**src/rtl/seg7_scan_mux_if.sv**
```systemverilog
// seg7_scan_mux_if -- bundle of the display-side signals of seg7_scan_mux.
//   seg_in0..3 : upstream 7-seg codes {g..a}, active high, digits 0..3
//   load       : capture strobe into the shadow bank
//   seg        : segment code of the currently lit digit (active high)
//   an         : digit enables, active low, one-hot-low or all high
//   pending    : captured data waiting for the next frame boundary
//   frame      : one-cycle pulse at the start of each scan frame
//   blank      : per-digit blanking, present only with SCAN_BLANK_EN
// master = data source / observer, slave = seg7_scan_mux.
interface seg7_scan_mux_if;
  logic [6:0] seg_in0, seg_in1, seg_in2, seg_in3;
  logic       load;
  logic [6:0] seg;
  logic [3:0] an;
  logic       pending;
  logic       frame;
`ifdef SCAN_BLANK_EN
  logic [3:0] blank;
`endif

  modport master (
`ifdef SCAN_BLANK_EN
    output blank,
`endif
    output seg_in0, seg_in1, seg_in2, seg_in3, load,
    input  seg, an, pending, frame
  );

  modport slave (
`ifdef SCAN_BLANK_EN
    input  blank,
`endif
    input  seg_in0, seg_in1, seg_in2, seg_in3, load,
    output seg, an, pending, frame
  );
endinterface

```
**src/rtl/seg7_scan_mux.sv**
```systemverilog
// seg7_scan_mux -- 4-digit multiplexed 7-segment scanner with a double
// buffered digit bank. Loads land in a shadow bank and are promoted to the
// display bank only at a frame boundary (digit 3 -> digit 0), so a frame is
// never torn.
// Ports:
//   clk   : single clock, rising edge
//   reset : asynchronous, active-high reset
//   bus   : seg7_scan_mux_if.slave (seg_in0..3, load, seg, an, pending,
//           frame, and blank when SCAN_BLANK_EN is defined)
// Parameter SCAN_DIV (2..65535): cycles each digit stays lit.
// Optional macro SCAN_BLANK_EN: adds bus.blank, live per-digit blanking.
module seg7_scan_mux #(
  parameter int unsigned SCAN_DIV = 1000
) (
  input  logic            clk,
  input  logic            reset,
  seg7_scan_mux_if.slave  bus
);
  localparam int unsigned PW = (SCAN_DIV > 2) ? $clog2(SCAN_DIV) : 1;
  localparam logic [PW-1:0] P_LAST = PW'(SCAN_DIV - 1);

  logic [PW-1:0]    presc_q, presc_d;
  logic [1:0]       idx_q, idx_d;
  logic [3:0][6:0]  shadow_q, shadow_d;
  logic [3:0][6:0]  disp_q, disp_d;
  logic             pending_q, pending_d;
  logic             wrap30_q;
  logic             frame_q;
  logic [6:0]       seg_q, seg_d;
  logic [3:0]       an_q, an_d;
  logic             p_wrap;
  logic             f_edge;

  always_comb begin
    p_wrap  = (presc_q == P_LAST);
    presc_d = p_wrap ? '0 : presc_q + 1'b1;
    idx_d   = p_wrap ? idx_q + 2'd1 : idx_q;
    f_edge  = p_wrap && (idx_q == 2'd3);

    shadow_d = bus.load ? {bus.seg_in3, bus.seg_in2, bus.seg_in1, bus.seg_in0}
                        : shadow_q;
    // Promotion uses the shadow as it stood before this edge, so a load on
    // the boundary edge itself waits for the next frame.
    disp_d    = (f_edge && pending_q) ? shadow_q : disp_q;
    pending_d = bus.load ? 1'b1 : (f_edge ? 1'b0 : pending_q);

    // Outputs register the current index, so the visible digit trails idx
    // by one cycle: digit 0 shows from the first edge after reset, and the
    // boundary edge still shows the old digit 3.
    an_d  = ~(4'b0001 << idx_q);
    seg_d = disp_q[idx_q];
`ifdef SCAN_BLANK_EN
    if (bus.blank[idx_q]) begin
      an_d  = 4'b1111;
      seg_d = 7'h00;
    end
`endif
  end

  always_ff @(posedge clk or posedge reset) begin
    if (reset) begin
      presc_q   <= '0;
      idx_q     <= '0;
      shadow_q  <= '0;
      disp_q    <= '0;
      pending_q <= 1'b0;
      wrap30_q  <= 1'b0;
      frame_q   <= 1'b0;
      seg_q     <= 7'h00;
      an_q      <= 4'b1111;
    end else begin
      presc_q   <= presc_d;
      idx_q     <= idx_d;
      shadow_q  <= shadow_d;
      disp_q    <= disp_d;
      pending_q <= pending_d;
      // frame lines up with digit 0 becoming visible, one edge after the
      // boundary; the first frame after reset has no boundary, so no pulse.
      wrap30_q  <= f_edge;
      frame_q   <= wrap30_q;
      seg_q     <= seg_d;
      an_q      <= an_d;
    end
  end

  assign bus.seg     = seg_q;
  assign bus.an      = an_q;
  assign bus.pending = pending_q;
  assign bus.frame   = frame_q;
endmodule
```
**src/flat_wrapper.sv**
```systemverilog
// flat-port wrapper written by rule: the top's interface ports become plain ports
module seg7_scan_mux_flat 
#(
  parameter int unsigned SCAN_DIV = 1000
)
  (clk, reset, bus_seg_in0, bus_seg_in1, bus_seg_in2, bus_seg_in3, bus_load, bus_seg, bus_an, bus_pending, bus_frame);
  seg7_scan_mux_if bus_i ();
  input  logic clk;
  input  logic reset;
  input wire logic [$bits(bus_i.seg_in0)-1:0] bus_seg_in0;
  input wire logic [$bits(bus_i.seg_in1)-1:0] bus_seg_in1;
  input wire logic [$bits(bus_i.seg_in2)-1:0] bus_seg_in2;
  input wire logic [$bits(bus_i.seg_in3)-1:0] bus_seg_in3;
  input wire logic [$bits(bus_i.load)-1:0] bus_load;
  output wire logic [$bits(bus_i.seg)-1:0] bus_seg;
  output wire logic [$bits(bus_i.an)-1:0] bus_an;
  output wire logic [$bits(bus_i.pending)-1:0] bus_pending;
  output wire logic [$bits(bus_i.frame)-1:0] bus_frame;
  assign bus_i.seg_in0 = bus_seg_in0;
  assign bus_i.seg_in1 = bus_seg_in1;
  assign bus_i.seg_in2 = bus_seg_in2;
  assign bus_i.seg_in3 = bus_seg_in3;
  assign bus_i.load = bus_load;
  assign bus_seg = bus_i.seg;
  assign bus_an = bus_i.an;
  assign bus_pending = bus_i.pending;
  assign bus_frame = bus_i.frame;
  seg7_scan_mux #(.SCAN_DIV(SCAN_DIV)) u_core (.clk(clk), .reset(reset), .bus(bus_i));
endmodule
```
**config.mk**
```make
export PLATFORM = sky130hd
export DESIGN_NAME = seg7_scan_mux_flat
export DESIGN_NICKNAME = d
export VERILOG_FILES = /design/src/rtl/seg7_scan_mux_if.sv /design/src/rtl/seg7_scan_mux.sv /design/src/flat_wrapper.sv
export SDC_FILE = /design/constraint.sdc
export NUM_CORES = 1
export LEC_CHECK = 0
export BUFFER_PORTS_ARGS = -buffer_cell sky130_fd_sc_hd__buf_2
export CAP_MARGIN = 20
export CORE_MARGIN = 2
export CORE_UTILIZATION = 55
export DETAILED_ROUTE_END_ITERATION = 6
export MAX_ROUTING_LAYER = met4
export PLACE_DENSITY = 0.79
export SLEW_MARGIN = 20
export SYNTH_ARGS = -nofsm -noshare
export SYNTH_HDL_FRONTEND = slang
export SYNTH_SLANG_ARGS = --single-unit
```
**constraint.sdc**
```tcl
create_clock -name clk -period 3.7 [get_ports clk]
set_clock_uncertainty 0.15 [all_clocks]
set_input_delay 0.37 -clock clk [delete_from_list [all_inputs] [get_ports clk]]
set_output_delay 0.37 -clock clk [all_outputs]
set_load 0.05 [all_outputs]
```
# Word-level counts from Yosys, hierarchy flattened
# Index checks and enable logic that the tools add are counted.
# totals
ff_bits,82
output_inout_bits,13
wordCells,30
inputBits,31
# op_classes
eq_ne,2
n_reduce_logical,3
n_bitwise,1
add_sub_neg,2
n_lt_le_gt_ge,1
n_shift,1
muxes,5
# ops
cell,n
binary-select mux 7 bit (select 2 bit),1
"adder 10 x 1 -> 10 bit, second input constant",1
"== test 10 bit, second input constant",1
two-way mux 10 bit,1
two-way mux 7 bit,1
inverter 4 bit,1
"<< shifter 1 x 2 -> 4 bit, first input constant",1
"less-than comparator 2 x 3 -> 1 bit, second input constant",1
"adder 2 x 1 -> 2 bit, second input constant",1
"== test 2 bit, second input constant",1
logical AND 1 bit,2
two-way mux 1 bit,2
nonzero test 2 bit,1

# Longest topological paths before layout
# depth
ltp_word,4
ltp_mapped,6
depth_no_buf,5

# Worst setup path after synthesis
# OpenSTA, ideal clock, no wires.
# synth_timing
path_kind,reg-to-reg
start,register u_core.presc_q[0]
end,register u_core.disp_q[0] in the netlist's numbering
slack_ps,1529
required_time_ps,3425
synth_period_minus_slack_ps,2171
path_buffers,1
t_arrival_ps,1896
setup_ps,125
stages_incl_launch_ff,7
cell_sequence,dfrtp_1 > ha_1 > nand4b_2 > nor4_4 > nand3_4 > buf_6 > mux2_4
# synth_between
elab_chain_len,3
# synth_rtl
item,line,text
"start, declared",seg7_scan_mux.sv:22,"logic [PW-1:0] presc_q, presc_d;"
"start signal, assigned",seg7_scan_mux.sv:72,presc_q <= presc_d;
== test 10 bit,seg7_scan_mux.sv:35,p_wrap = (presc_q == P_LAST);
logical AND 1 bit,seg7_scan_mux.sv:38,f_edge = p_wrap && (idx_q == 2'd3);
logical AND 1 bit,seg7_scan_mux.sv:44,disp_d = (f_edge && pending_q) ? shadow_q : disp_q;
"end signal, assigned",seg7_scan_mux.sv:75,disp_q <= disp_d;
"end, declared",seg7_scan_mux.sv:25,"logic [3:0][6:0] disp_q, disp_d;"
# No other way between the ends.
# A chain may end at the register's enable or synchronous reset.

# Final worst setup path
# layout_timing
start,register u_core.presc_q[0]
end,register u_core.disp_q[10] in the netlist's numbering
# Same word-level chain as after synthesis.

==> results.ini <==
[timing]
setup_viol=0
finalHoldViolCount=0
slew_violations=0
rsz0062_at_grt=no
post-route-min-period_ns=2.591
period_share_pct=70.02
fin_setup_tns_ns=0
tightest_slew_ns=0.6825
maxSlewHeadroom_pct=54.50
timing.fmax_mhz=386.0
holdWs_ns=0.1084

[placed_design]
port_buffers=43
gp_congestion=0.8638
dpl.hpwl_um=3552
dpl_cell_area_mm2=0.003623

[run]
max_cap_violations=0

[finish]
fill_cells=412
drive_gt1_share_pct=49.62
nNetsFinal=294
diodes=0
multi_input_area_mm2=0.001207
regArea_mm2=0.002057
fin_util_pct=65.26
stdcell_area_mm2=0.003841
syn2layout_area_growth_pct=14.90

[cts]
cts_repair_resize_count=0
cts.sinks=82
clock_path_buffers=2
insertion_delay_ns=0.34
clk_pin_slew_ns=0.08
root_buffer=clkbuf_8
htree_num_levels=3
cts_buffers=9
cts_tree=done

[synth]
syn-instance-count=209
syn_nets=245
synth_area_per_cell_um2=16.00
yosysUniqueCellTypes=31
ys_warn_count=0
synth_area_mm2=0.003343
yosysSeqAreaShare_pct=61.53
ys_top_cells_by_area=dfrtp_1 (58%), mux2_2 (12%), mux2_4 (9.0%), mux4_2 (4.7%), dfstp_2 (3.1%)
synth.largest_area_cell=dfrtp_1
synth_top_area_share_pct=58.38
ys_ff_latch=82

[grt]
grt_max_degree=30
met1_usage_pct=24.91
grt_pass1_vias=1814
grtUsageMet3_pct=3.626
antenna_found_initial=0
grt_pass1_wl_um=8838
track_usage_pct=19.00
met2_usage_pct=28.05
overflow=0
top_usage_layer=met2

[critical_path]
slowest_stage=nor4_4
crit_arrival_ns=2.66
path_max_fanout=28
critPathCaptureType=register
cp.required_ns=3.77
cp-start-kind=register
crit_chain=ha_1 -> nand4b_2 -> nor4_4 -> nand3_4 -> mux2_4
slowest_delay_ns=0.52
path_class=register to register

[power]
leakagePower_nw=1.884
p_per_area_mw_per_mm2=442.0
ir_worst_vdd_mv=0.2568
total_power_w=0.001698

[detailed_routing]
wl_per_cell_um=15.52
drt_iter0_drc=114
ant_nets=0
routed_wl_um=5230
drtPass1Iterations=2
via_per_inst=5.282
drc_errors=0
num_vias=1780

[floorplanning]
start_util_pct=56.80
ioPinCount=44
core-area_mm2=0.005886
fp.dieW_um=81.97
dieArea_mm2=0.006718
die-height_um=81.97
row_count=28

[run_status]
status=completed

[worst_hold_path]
hold_path_class=primary input to register

worst max-delay path, delay by kind of cell, from the launching register on:
kind / cells / cell delay, ns
mux: 1 / 0.46
fa+ha+maj: 1 / 0.25
simple gates: 3 / 1.21
flops: 1 / 0.39
kinds of logic after synthesis:
| logic type | after synthesis | share of synthesized area, % |
|---|---|---|
| flip-flops | 82 | 61.53 |
| XOR/XNOR | 5 | 1.310 |
| AND/OR/NAND/NOR | 29 | 5.352 |
| AO/OA/AOI/OAI | 8 | 1.759 |
| adder cells (fa/ha/maj) | 5 | 1.871 |
| multiplexers | 63 | 25.82 |
| buffers and inverters | 17 | 2.358 |
per-stage QoR:
stage | setup WS, ns | instances
3_5_place_dp | 1.125 | 321
3_3_place_gp | 1.206 | 321
2_1_floorplan | 1.078 | 209
4_1_cts | 1.081 | 337
5_1_grt | 0.9099 | 337
6_report | 1.109 | 337
routing by layer:
metal  routed length, um  vias up
met2                2567       34
met4                 114        0
met3                 168        7
met1                2380      909
met5                   0        -
li1                    -      830
where the power goes:
part	switching (W)	total [W]	internal [W]
logic	0.0000343	0.0000753	0.0000410
registers	0.0000164	0.000943	0.000926
clock network	0.000305	0.000680	0.000375
total	0.000355	0.00170	0.00134
final cells by class:
type                    instances  area share, %
flip-flops and latches         82          53.55
multi-input cells             110          31.43
repair buffers                 46          6.254
clock buffers                  10          3.322
well taps                      75          2.443
clock inverters                 5          2.085
inverters                       9         0.9121
what timing repair did:
item | 4_1_cts | 5_1_grt
hold buffers | 1 | 0
endpoints found under the hold margin | 27 | 0
setup endpoints to repair | 0 | 0
buffers inserted | 0 | 0
sequential cells by signal (all words and copies together), names as in the netlist:
name	cells
u_core.bus.pending	1
u_core.presc_q	10
u_core.bus.seg	7
u_core.idx_q	2
u_core.bus.an	4
u_core.shadow_q	28
u_core.bus.frame	1
u_core.wrap30_q	1
u_core.disp_q	28
path summary, 6_finish.rpt:
path	endpoint	startpoint	slack, ns	cells after the start
setup / recovery	u_core.disp_q[10]	u_core.presc_q[0]	1.11	5
max in group asynchronous	u_core.bus.an[0]	reset	2.20	4
min in group asynchronous	u_core.shadow_q[14]	reset	0.43	3
hold reg to reg	u_core.bus.frame	u_core.wrap30_q	0.20	0
setup reg to reg	u_core.disp_q[10]	u_core.presc_q[0]	1.11	5
hold / removal	u_core.shadow_q[26]	bus_seg_in3[5]	0.11	2
cell usage after synthesis:
| master | count |
|---|---|
| dfrtp_1 | 78 |
| mux2_2 | 36 |
| mux2_4 | 20 |
| inv_1 | 9 |
| nor2_1 | 8 |
| mux4_2 | 7 |
| clkbuf_1 | 5 |
| ha_1 | 5 |
| nand2_1 | 5 |
| dfstp_2 | 4 |
| nand3_1 | 4 |
| xnor2_1 | 3 |
| a22o_1 | 2 |
| and3_1 | 2 |
| buf_6 | 2 |
| nor3_1 | 2 |
| o21ai_0 | 2 |
| xor2_1 | 2 |
| a21o_1 | 1 |
| a311o_1 | 1 |
| a31oi_1 | 1 |
| and2b_1 | 1 |
| buf_1 | 1 |
| nand2b_1 | 1 |
| nand3_4 | 1 |
| nand4_1 | 1 |
| nand4b_2 | 1 |
| nor2b_1 | 1 |
| nor3b_1 | 1 |
| nor4_4 | 1 |
| o21bai_1 | 1 |
layout by cell type (no fill, tap or decap), types with 3 or more instances in the layout:
cell and count:
mux4_2 7, mux2_2 36, nand3_1 4, dfrtp_1 78
ha_1 5, buf_2 43, dfstp_2 4, nor2_1 8
xnor2_1 3, clkbuf_8 9, nand2_1 5, inv_1 8
mux2_4 20
(Power assumes the default switching activity.)
